[src/rtl/trig_pkg.sv]
// Shared types and defaults for the trigger-pulse generator.
// Imported by the phase counter and the top-level FSM.
package trig_pkg;

    typedef enum logic [1:0] {
        ST_IDLE = 2'd0,
        ST_HIGH = 2'd1,
        ST_LOW  = 2'd2
    } trig_state_e;

    localparam int TRIG_MIN_GAP_DEF = 4;

endpackage

[src/rtl/trig_phase_cnt.sv]
// Loadable down-counter timing one HIGH or LOW phase.
// Holds at zero until reloaded; o_zero marks the final phase cycle.
module trig_phase_cnt
    import trig_pkg::*;
#(
    parameter int CNT_W = 32
) (
    input  logic             clk,
    input  logic             rstn,
    input  logic             i_load,
    input  logic [CNT_W-1:0] i_val,
    output logic             o_zero
);

    logic [CNT_W-1:0] r_cnt;

    always_ff @(posedge clk or negedge rstn) begin
        if (!rstn) begin
            r_cnt <= '0;
        end else if (i_load) begin
            r_cnt <= i_val;
        end else if (r_cnt != '0) begin
            r_cnt <= r_cnt - CNT_W'(1);
        end
    end

    assign o_zero = (r_cnt == '0);

endmodule

[src/rtl/trig_pulse_gen.sv]
// Trigger-pulse generator: single pulses, bursts or a continuous train
// with a guaranteed low gap so every edge survives a pulse synchroniser.
module trig_pulse_gen
    import trig_pkg::*;
#(
    parameter int CNT_W   = 32,
    parameter int BURST_W = 16,
    parameter int MIN_GAP = TRIG_MIN_GAP_DEF
) (
    input  logic               clk,
    input  logic               rstn,
    input  logic               i_start,
    input  logic               i_stop,
    input  logic [CNT_W-1:0]   i_period,
    input  logic [CNT_W-1:0]   i_width,
    input  logic [BURST_W-1:0] i_burst,
    output logic               o_pulse,
    output logic               o_busy,
    output logic               o_done,
    output logic [BURST_W-1:0] o_pulse_cnt
);

    trig_state_e        r_state;
    logic [CNT_W-1:0]   r_w;
    logic [CNT_W-1:0]   r_l;
    logic [BURST_W-1:0] r_b;
    logic [BURST_W-1:0] r_cnt;
    logic [BURST_W-1:0] r_emit;
    logic               r_stop;
    logic               r_pulse;
    logic               r_busy;
    logic               r_done;

    logic [CNT_W-1:0]   w_w;
    logic [CNT_W-1:0]   w_l;
    logic [CNT_W-1:0]   w_gap;
    logic [CNT_W:0]     w_diff;
    logic               w_go;
    logic               w_last;
    logic               w_end_low;
    logic               w_zero;
    logic               w_load;
    logic [CNT_W-1:0]   w_load_val;

    // Extra bit on the subtraction exposes period < width as a sign bit.
    assign w_w    = (i_width == '0) ? CNT_W'(1) : i_width;
    assign w_gap  = CNT_W'(MIN_GAP);
    assign w_diff = {1'b0, i_period} - {1'b0, w_w};
    assign w_l    = (w_diff[CNT_W] || (w_diff[CNT_W-1:0] < w_gap))
                  ? w_gap : w_diff[CNT_W-1:0];

    assign w_go      = i_start && !i_stop;
    assign w_last    = (r_b != '0) && (r_emit == r_b);
    assign w_end_low = r_stop || i_stop || w_last;

    always_comb begin
        w_load     = 1'b0;
        w_load_val = '0;
        unique case (r_state)
            ST_IDLE: begin
                w_load     = w_go;
                w_load_val = w_w - CNT_W'(1);
            end
            ST_HIGH: begin
                w_load     = w_zero || i_stop;
                w_load_val = r_l - CNT_W'(1);
            end
            ST_LOW: begin
                w_load     = w_zero && !w_end_low;
                w_load_val = r_w - CNT_W'(1);
            end
            default: begin
                w_load     = 1'b0;
                w_load_val = '0;
            end
        endcase
    end

    trig_phase_cnt #(
        .CNT_W (CNT_W)
    ) u_phase (
        .clk    (clk),
        .rstn   (rstn),
        .i_load (w_load),
        .i_val  (w_load_val),
        .o_zero (w_zero)
    );

    always_ff @(posedge clk or negedge rstn) begin
        if (!rstn) begin
            r_state <= ST_IDLE;
            r_w     <= '0;
            r_l     <= '0;
            r_b     <= '0;
            r_cnt   <= '0;
            r_emit  <= '0;
            r_stop  <= 1'b0;
            r_pulse <= 1'b0;
            r_busy  <= 1'b0;
            r_done  <= 1'b0;
        end else begin
            r_done <= 1'b0;
            unique case (r_state)
                ST_IDLE: begin
                    if (w_go) begin
                        r_w     <= w_w;
                        r_l     <= w_l;
                        r_b     <= i_burst;
                        r_cnt   <= BURST_W'(1);
                        r_emit  <= BURST_W'(1);
                        r_stop  <= 1'b0;
                        r_pulse <= 1'b1;
                        r_busy  <= 1'b1;
                        r_state <= ST_HIGH;
                    end
                end
                ST_HIGH: begin
                    if (i_stop) begin
                        r_stop <= 1'b1;
                    end
                    if (w_zero || i_stop) begin
                        r_pulse <= 1'b0;
                        r_state <= ST_LOW;
                    end
                end
                ST_LOW: begin
                    if (i_stop) begin
                        r_stop <= 1'b1;
                    end
                    if (w_zero) begin
                        if (w_end_low) begin
                            r_busy  <= 1'b0;
                            r_done  <= 1'b1;
                            r_state <= ST_IDLE;
                        end else begin
                            r_pulse <= 1'b1;
                            r_cnt   <= r_cnt + BURST_W'(1);
                            // Saturate: only compared in burst mode.
                            if (r_emit != '1) begin
                                r_emit <= r_emit + BURST_W'(1);
                            end
                            r_state <= ST_HIGH;
                        end
                    end
                end
                default: begin
                    r_pulse <= 1'b0;
                    r_busy  <= 1'b0;
                    r_state <= ST_IDLE;
                end
            endcase
        end
    end

    assign o_pulse     = r_pulse;
    assign o_busy      = r_busy;
    assign o_done      = r_done;
    assign o_pulse_cnt = r_cnt;

endmodule

[config.mk]
export PLATFORM = sky130hd
export DESIGN_NAME = trig_pulse_gen
export DESIGN_NICKNAME = d
export VERILOG_FILES = /design/src/rtl/trig_pkg.sv /design/src/rtl/trig_phase_cnt.sv /design/src/rtl/trig_pulse_gen.sv
export SDC_FILE = /design/constraint.sdc
export NUM_CORES = 1
export LEC_CHECK = 0
export BUFFER_PORTS_ARGS = -buffer_cell sky130_fd_sc_hd__buf_4
export CELL_PAD_IN_SITES_DETAIL_PLACEMENT = 0
export CELL_PAD_IN_SITES_GLOBAL_PLACEMENT = 1
export CORE_MARGIN = 2
export CORE_UTILIZATION = 47
export CTS_BUF_LIST = sky130_fd_sc_hd__clkbuf_8
export DETAILED_ROUTE_END_ITERATION = 8
export HOLD_SLACK_MARGIN = 0.12
export PLACE_DENSITY_LB_ADDON = 0.1
export SLEW_MARGIN = 20
export SYNTH_ARGS = -nofsm -noshare
export SYNTH_HDL_FRONTEND = slang
export SYNTH_SLANG_ARGS = --single-unit
[constraint.sdc]
create_clock -name clk -period 3.9 [get_ports clk]
set_input_delay 0.78 -clock clk [delete_from_list [all_inputs] [get_ports clk]]
set_output_delay 0.78 -clock clk [all_outputs]
set_load 0.005 [all_outputs]
==> flow_summary.yaml, run 1 <==
critical_path:
  endpoint_kind: "register"
  critical_path_class: "in2reg"
  r2r_cells: 12
  cp_top_family: "simple AND/OR/NAND/NOR gates"
  arrival_ns: 4.57
  reg2reg_slack_ns: 0.38
  worst_setup_path_start_kind: "input pin"
  slowest_delay_ns: 0.52
  path_buf_inv: 4
  crit_path_frequent_cell: "buf_4"
  crit_path_cell_trace: "buf_4, nor4_4, buf_4, nand4_1, o21ai_2, ha_2, fa_2, nand2b_4, a21o_1, buf_6, a21o_1, nand2_2, xor2_1, or4b_1, or4_1, or3_1, o41ai_2, buf_4, o21ai_1"
  critical_path_required_ns: 4.23
  timing.rr.end: "u_phase.r_cnt[30]$_DFFE_PN0P_"
  cp_slowest_cell: "or4b_1"
  crit_path_max_fanout: 3
  reg2reg_from: "r_state[1]$_DFFE_PN0P_"
logic_synthesis:
  yosysMostFrequentCell: "nand2_1"
  synth_top_cell_by_area: "dfrtp_1"
  synth_area_leaders: "dfrtp_1, xor2_1, nand2_1, ha_1, o21ai_0"
  netlist_top_cells_count: "nand2_1, dfrtp_1, nor2_1"
  synth-async-reset-ratio_pct: 100
  yosysSeqAreaShare_pct: 37.7
  synth_area_per_cell_sq_um: 8.42
  synth-seq-cells: 150
  ys_warn_count: 0
  yosysUniqueCellTypes: 68
  synth_ff_type: "dfrtp_1"
  synth_top_area_share_pct: 37.7
  synth_edf_count: 0
  syn_nets: 1308
  syn_inst: 1182
  netlist_area_sq_um: 9950
floorplanning:
  start_util_pct: 47.6
  fp-row-count: 53
  core_sq_um: 20900
  die_h_um: 150
  boundaryPins: 103
  die_area_sq_um: 22400
  die_w_um: 150
sta:
  fin_crit_sh_pct: 109
  slew_viol_final: 0
  fin_skew_ns: 0.0260
  timing.final.ws_setup_ns: -0.332
  finalHoldViolCount: 0
  max_freq_mhz: 236
  min_period_ns: 4.23
  whs_ns: 0.365
  worstMarginPinSlew_ns: 0.790
  setup_viol: 3
  slew_headroom_pct: 47.3
  rsz0062_at_grt: "yes"
power_and_ir_drop:
  irDropWorstVdd_mv: 0.280
  p_switching_w: 0.00318
  p_leak_nw: 6.05
  power.internal_w: 0.00429
  power_frac_clock_pct: 16.5
  total_power_w: 0.00746
  p_per_area_nw_per_um2: 590
  combPwrFrac_pct: 47.7
  switching_share_pct: 42.5
  seqPwrFrac_pct: 35.8
finish:
  fin_area_sq_um: 12600
  seqCellArea_sq_um: 3750
  fill_cells: 1947
  multi_input_area_sq_um: 5910
  utilization_pct: 60.5
  antenna_cells: 0
  area_growth_pct: 27.0
  finalNetCount: 1534
  drive_above_1_share_pct: 23.5
clocking:
  clock_sinks: 150
  hold_buffers: 0
  clk_pin_slew_worst_paths_ns: 0.09
  h-tree-depth: 4
  cts_tree: "done"
  cts-root-buf: "clkbuf_8"
  clock_latency_ns: 0.46
  cts_buffer_depth: 2
  numCtsBuffers: 17
routing:
  drc: 0
  routed_wl_mm: 28.4
  vias: 9255
  ant_nets: 0
  drt_first_pass_iters: 5
  wl_per_cell_um: 16.8
  first_iter_violations: 598
  viasPerCell: 5.46
place:
  gp_congestion: 0.910
  pre_cts_ws_ns: -1.02
  place_area_sq_um: 12100
  place.port_buffers: 102
  hpwl_mm: 22.4
global_route:
  grt_max_degree: 84
  globalRouteTotalUtil_pct: 26.1
  grt_pass1_wl_mm: 45.7
  grt_pass1_vias: 8686
  grt_antenna_before_repair: 0
  grt.overflow.total: 0
worst_hold_path:
  hold_path_class: "in2async"
run_status:
  violations: "setup timing"
  status: "finished, violations left"
flow_run:
  maxCapViolCount: 0
## state kept, by name, indices dropped and copies added (netlist names)
| signal | cells |
|---|---|
| o_pulse_cnt | 16 |
| r_emit | 16 |
| r_w | 32 |
| o_busy | 1 |
| o_pulse | 1 |
| r_state | 2 |
| o_done | 1 |
| r_b | 16 |
| u_phase.r_cnt | 32 |
| r_stop | 1 |
| r_l | 32 |
## how the worst max path moves through the flow
stage | slack (ns) | end | cells past startpoint | startpoint
3_3_place_gp | -0.92 | r_l[0]$_DFFE_PN0P_ | 20 | i_width[10]
3_5_place_dp | -1.02 | r_l[1]$_DFFE_PN0P_ | 20 | i_width[10]
4_1_cts | -0.24 | r_l[0]$_DFFE_PN0P_ | 18 | i_width[27]
6_report | -0.33 | r_l[0]$_DFFE_PN0P_ | 19 | i_width[3]
2_1_floorplan | -0.17 | r_l[0]$_DFFE_PN0P_ | 15 | i_width[10]
5_1_grt | -0.46 | r_l[0]$_DFFE_PN0P_ | 19 | i_width[6]
## stage by stage
stage,std cells,TNS (ns)
global placement,1659,-11.55
detailed placement,1659,-12.37
finish,1696,-0.981
global route,1696,-1.35
floorplan,1182,-0.484
CTS,1695,-0.721
## routing by layer
layer	vias to the layer above	part of all wire, %	global-route usage, %
met4	0	1.6	6.05
met5	-	0	0
li1	4636	-	-
met1	4361	51	40.2
met2	229	42	37.9
met3	29	5.4	4.51
## power groups by stage
stage | clock, W | sequential, W | combinational [W]
4_1_cts | 0.00126 | 0.00266 | 0.00355
5_1_grt | 0.00133 | 0.00274 | 0.00400
3_5_place_dp | 0 | 0.00269 | 0.00351
6_report | 0.00123 | 0.00267 | 0.00356
3_3_place_gp | 0 | 0.00267 | 0.00346
2_1_floorplan | 0 | 0.00253 | 0.00246
## timing repair
item,4_1_cts,5_1_grt
buffers inserted,4,1
hold endpoints to repair,0,0
endpoints found under the setup margin,3,11
pin swaps,8,3
gates resized for setup,24,7
## cell families after synthesis
group,after synthesis,share of synthesized area (%)
compound gates,289,18.1
xor+xnor,126,11.1
fa+ha+maj,42,5.36
buf+inv,111,4.32
flops,150,37.7
mux,17,1.72
simple gates,447,21.7
## final cells by class
class	instances	area share, %
multi-input combinational	921	46.8
sequential	150	29.7
timing repair buffer	263	16.0
tap	275	2.72
clock buffer	18	1.96
inverter	55	1.63
clock inverter	14	1.22
## worst register-to-register path, cell delays in order, from the launching register on
cell      delay (ns)
dfrtp_1         0.38
inv_1           0.08
ha_1            0.42
a22o_1          0.30
mux2i_1         0.39
nand2_1         0.16
nor3_1          0.23
nand2b_1        0.18
nor3_2          0.43
nand4_1         0.32
nor3_1          0.31
xnor2_1         0.16
o21ai_1         0.08
## layout by cell type, fill, tap and decap left out, types with 5 or more instances in the layout
master / count
inv_6: 7
a22oi_1: 11
dfrtp_1: 150
nand2_1: 154
nand4_1: 20
xnor2_1: 44
o211ai_1: 6
ha_1: 39
or3_1: 6
inv_1: 54
o21ai_0: 94
o21a_1: 9
nor3_2: 5
or4_1: 5
buf_4: 253
nor3_1: 24
o21ai_1: 5
a21oi_1: 78
nand3_1: 53
and4_1: 7
xor2_1: 82
a31oi_1: 7
a21o_1: 6
a22o_1: 33
buf_6: 8
mux2i_1: 16
clkbuf_8: 18
nor2_1: 99
and3_1: 14
nor4_1: 16
a221oi_1: 9
nand2b_1: 7
Power figures use the tool's default switching activity.
==> run 2: changes to the inputs <==
Settings changed: CORE_MARGIN 2 to 1.5, RECOVER_POWER set to 25.
==> run 2 against run 1 <==
Effect of this change:
- register-to-register slack worse by 0.04 ns
- die area is 1.3% lower
- combinational power barely moved
- largest power group unchanged
- setup slack worse by 0.097 ns
- global-route usage increased by 0.50 points
- clock-buffer cell count unchanged
- final area up 0.63%
- the flow finishes with violations (capacitance limit, slew limit, setup timing)
==> flow_summary.yaml, run 2 (synthesis gave the netlist of run 1 again) <==
floorplanning:
  die_w_um: 149
  die_area_sq_um: 22100
  boundaryPins: 103
  fp-row-count: 53
  die_h_um: 149
  core_sq_um: 20900
  start_util_pct: 47.6
clocking:
  cts_buffer_depth: 2
  clk_pin_slew_worst_paths_ns: 0.10
  numCtsBuffers: 17
  cts_tree: "done"
  cts-root-buf: "clkbuf_8"
  clock_sinks: 150
  h-tree-depth: 4
  clock_latency_ns: 0.48
finish:
  fill_cells: 1954
  drive_above_1_share_pct: 24.1
  seqCellArea_sq_um: 3750
  reg_top3: "r_l (32), r_w (32), u_phase.r_cnt (32)"
  antenna_cells: 0
  layout_common_cells: "buf_4, nand2_1, dfrtp_1"
  final_common_cell: "buf_4"
  multi_input_area_sq_um: 5940
  finalNetCount: 1542
  utilization_pct: 60.9
  area_growth_pct: 27.8
place:
  gp_congestion: 0.871
  hpwl_mm: 22.3
  place.port_buffers: 102
critical_path:
  timing.rr.end: "u_phase.r_cnt[30]$_DFFE_PN0P_"
  slowest_delay_ns: 0.53
  endpoint_kind: "register"
  critical_path_required_ns: 4.25
  r2r_cells: 13
  arrival_ns: 4.68
  cp_top_family: "simple AND/OR/NAND/NOR gates"
  reg2reg_from: "r_state[0]$_DFFE_PN0P_"
  reg2reg_slack_ns: 0.34
  worst_setup_path_start_kind: "input pin"
  path_buf_inv: 3
  crit_path_max_fanout: 3
  crit_path_cell_trace: "buf_6, nor4_4, nand4_1, o21ai_2, ha_2, fa_2, nand2b_4, a21o_1, buf_6, a21o_1, nand2_2, xor2_2, or4b_1, or4_1, or3_1, o41ai_2, buf_4, o21ai_2"
  cp_slowest_cell: "or4b_1"
  critical_path_class: "in2reg"
sta:
  worstMarginPinSlew_ns: 2.80
  fin_skew_ns: 0.0150
  max_freq_mhz: 231
  fin_crit_sh_pct: 111
  finalHoldViolCount: 0
  timing.final.ws_setup_ns: -0.429
  setup_viol: 32
  whs_ns: 0.482
  min_period_ns: 4.33
  slew_headroom_pct: -86.9
  slew_viol_final: 64
  rsz0062_at_grt: "yes"
worst_hold_path:
  hold_end: "r_b[14]$_DFFE_PN0P_"
  hold_path_class: "in2reg"
  holdPathStages: 3
  hold_start: "i_burst[14]"
routing:
  wl_per_cell_um: 16.8
  ant_nets: 0
  routed_wl_mm: 28.7
  drt_first_pass_iters: 5
  viasPerCell: 5.46
  vias: 9311
  first_iter_violations: 545
  drc: 0
power_and_ir_drop:
  p_per_area_nw_per_um2: 589
  irDropWorstVdd_mv: 0.329
  p_leak_nw: 6.09
global_route:
  globalRouteTotalUtil_pct: 26.6
  grt_antenna_before_repair: 0
  grt.overflow.total: 0
  grt_max_degree: 64
  grt_pass1_wl_mm: 45.9
  grt_pass1_vias: 8818
run_status:
  status: "finished, violations left"
  violations: "capacitance limit, slew limit, setup timing"
flow_run:
  maxCapViolCount: 1
==> run 2: power breakdown <==
group          internal (W)  leakage, nW  switching (W)
registers           0.00216         1.93       0.000501
clock network      0.000557        0.209       0.000690
logic               0.00157         3.95        0.00201
total               0.00429         6.09        0.00320
==> run 2: metal layers <==
layer  up-vias  track usage, %  wire, um
met1      4430            41.2     14800
met5         -               0         0
met4         0            6.53       301
met2       198            38.7     12300
li1       4662               -         -
met3        21            3.59      1290
==> run 2: cell type report <==
cell class              instances  share of cell area [%]
clock inverters                14                    1.23
inverters                      55                    1.62
flip-flops and latches        150                    29.5
repair buffers                271                    16.3
clock buffers                  18                    1.95
multi-input cells             921                    46.7
well taps                     275                    2.70
==> run 2: tightest hold or removal path, delay by kind of cell <==
family	cells	cell delay [ns]
and+or+nand+nor	2	0.08
buffers and inverters	1	0.08
==> run 2: repair_timing <==
action                                  in CTS  in global routing
endpoints found under the setup margin       3                 37
setup buffers                                6                  3
gates cloned                                 0                  0
pin swaps                                    5                  0
hold buffers                                 0                  0
gates resized for setup                     28                  9
==> run 2: how the worst max path moves through the flow <==
stage,slack [ns],endpoint,depth (start not counted),startpoint
floorplan,-0.17,r_l[0]$_DFFE_PN0P_,15,i_width[10]
global placement,-0.91,r_l[0]$_DFFE_PN0P_,17,i_width[27]
detailed placement,-1.04,r_l[0]$_DFFE_PN0P_,18,i_width[10]
CTS,-0.30,r_l[0]$_DFFE_PN0P_,18,i_width[18]
global route,-0.51,r_l[0]$_DFFE_PN0P_,19,i_width[2]
finish,-0.43,r_l[0]$_DFFE_PN0P_,18,i_width[27]
==> run 2: metrics by stage <==
stage / setup TNS [ns] / cells / setup slack (ns) / power, W / cell area [sq um]
floorplan: -0.484 / 1182 / -0.166 / 0.00499 / 9960
global placement: -11.39 / 1663 / -0.911 / 0.00612 / 12100
detailed placement: -12.63 / 1663 / -1.04 / 0.00619 / 12100
CTS: -2.89 / 1701 / -0.297 / 0.00748 / 12700
global route: -9.46 / 1704 / -0.510 / 0.00808 / 12700
finish: -5.68 / 1704 / -0.429 / 0.00749 / 12700
==> run 3: changes to the inputs <==
Settings changed: RECOVER_POWER 25 to unset.
==> run 3 against run 2 <==
Effect of this change:
- the flow finishes with violations (setup timing)
- wire length barely moved
- register-to-register slack is essentially flat
- utilization hardly changed
- flip-flop and latch count unchanged
- combinational power barely moved
- largest power group unchanged
- highest routed layer unchanged
==> flow_summary.yaml, run 3 (synthesis gave the netlist of run 1 again) <==
run_status:
  status: "finished, violations left"
  violations: "setup timing"
critical_path:
  critical_path_class: "in2reg"
  timing.rr.end: "u_phase.r_cnt[30]$_DFFE_PN0P_"
  reg2reg_from: "r_state[0]$_DFFE_PN0P_"
  critical_path_required_ns: 4.25
  slowest_delay_ns: 0.53
  worst-path-stages: 18
  r2r_cells: 13
  crit_path_cell_trace: "buf_6, nor4_4, nand4_1, o21ai_2, ha_2, fa_2, nand2b_4, a21o_1, buf_6, a21o_1, nand2_2, xor2_2, or4b_1, or4_1, or3_1, o41ai_2, buf_4, o21ai_2"
  startpoint: "i_width[27]"
  reg2reg_slack_ns: 0.34
  cp_slowest_cell: "or4b_1"
  cp_top_family: "simple AND/OR/NAND/NOR gates"
  worst_setup_path_start_kind: "input pin"
  endpoint_kind: "register"
  arrival_ns: 4.68
  crit_path_max_fanout: 3
  path_buf_inv: 3
power_and_ir_drop:
  total_power_w: 0.00749
  irDropWorstVdd_mv: 0.329
  p_per_area_nw_per_um2: 588
  p_leak_nw: 6.09
floorplanning:
  start_util_pct: 47.6
  boundaryPins: 103
  core_sq_um: 20900
  die_area_sq_um: 22100
  die_h_um: 149
  die_w_um: 149
  fp-row-count: 53
sta:
  timing.final.ws_setup_ns: -0.429
  fin_crit_sh_pct: 111
  max_freq_mhz: 231
  slew_headroom_pct: 55.2
  rsz0062_at_grt: "yes"
  finalHoldViolCount: 0
  setup_viol: 32
  worstMarginPinSlew_ns: 0.672
  fin_skew_ns: 0.0150
  min_period_ns: 4.33
  slew_viol_final: 0
clocking:
  cts-root-buf: "clkbuf_8"
  cts_tree: "done"
  cts_buffer_depth: 2
  h-tree-depth: 4
  clock_latency_ns: 0.48
  clock_sinks: 150
  numCtsBuffers: 17
  clk_pin_slew_worst_paths_ns: 0.10
finish:
  final_common_cell: "buf_4"
  reg_top3: "r_l (32), r_w (32), u_phase.r_cnt (32)"
  fin_area_sq_um: 12700
  finalNetCount: 1542
  layout_common_cells: "buf_4, nand2_1, dfrtp_1"
  utilization_pct: 60.9
  area_growth_pct: 27.9
  antenna_cells: 0
  drive_above_1_share_pct: 24.1
routing:
  drt_first_pass_iters: 5
  ant_nets: 0
  viasPerCell: 5.46
  routed_wl_mm: 28.7
  wl_per_cell_um: 16.8
  drc: 0
  vias: 9311
  first_iter_violations: 545
global_route:
  globalRouteTotalUtil_pct: 26.6
  grt_antenna_before_repair: 0
  grt.overflow.total: 0
  grt_pass1_vias: 8818
  grt_pass1_wl_mm: 45.9
  grt_max_degree: 64
place:
  place_area_sq_um: 12100
  gp_congestion: 0.871
  place.port_buffers: 102
  hpwl_mm: 22.3
  pre_cts_ws_ns: -1.04
worst_hold_path:
  hold_path_class: "in2async"
flow_run:
  maxCapViolCount: 0
## run 3: cell types whose count changed in the layout (fill, tap and decap cells not counted), sizes merged
| cell | change |
|---|---|
| buf | +2 |
| clkbuf | -1 |
| dlygate4sd2 | -1 |
## run 3: worst max-delay path by stage
stage	to	slack (ns)
finish	r_l[0]$_DFFE_PN0P_	-0.43
global route	r_l[0]$_DFFE_PN0P_	-0.51
CTS	r_l[0]$_DFFE_PN0P_	-0.30
detailed placement	r_l[0]$_DFFE_PN0P_	-1.04
global placement	r_l[0]$_DFFE_PN0P_	-0.91
floorplan	r_l[0]$_DFFE_PN0P_	-0.17
## run 3: area by class of cell
cell class,count,area [sq um]
clock buffer,18,248
clock inverter,14,156
fill,1953,8160
inverter,55,206
multi-input combinational,921,5940
sequential,150,3750
tap,275,344
timing repair buffer,271,2080
## run 3: layer usage
| metal | up-vias | part of all wire (%) | global-route usage (%) |
|---|---|---|---|
| met1 | 4432 | 52 | 41.2 |
| met2 | 196 | 43 | 38.7 |
| met4 | 0 | 1.0 | 6.53 |
| met3 | 21 | 4.5 | 3.59 |
| met5 | - | 0 | 0 |
| li1 | 4662 | - | - |
## run 3: timing repair
item / in CTS / in global routing
cloned: 0 / 0
pin swaps: 5 / 0
setup endpoints to repair: 3 / 37
buffers inserted: 6 / 3
resized for setup: 28 / 9
hold buffers: 0 / 0
## run 3: where the power goes
group	switching, W	internal [W]	total [W]
sequential	0.000500	0.00216	0.00266
combinational	0.00201	0.00157	0.00358
clock	0.000690	0.000557	0.00125
total	0.00320	0.00429	0.00749
## run 3: stage by stage
stage	setup TNS [ns]	hold WS, ns	cells
floorplan	-0.484	0.447	1182
global placement	-11.39	0.461	1663
detailed placement	-12.63	0.471	1663
CTS	-2.89	0.284	1701
global route	-9.46	0.296	1704
finish	-5.69	0.268	1704
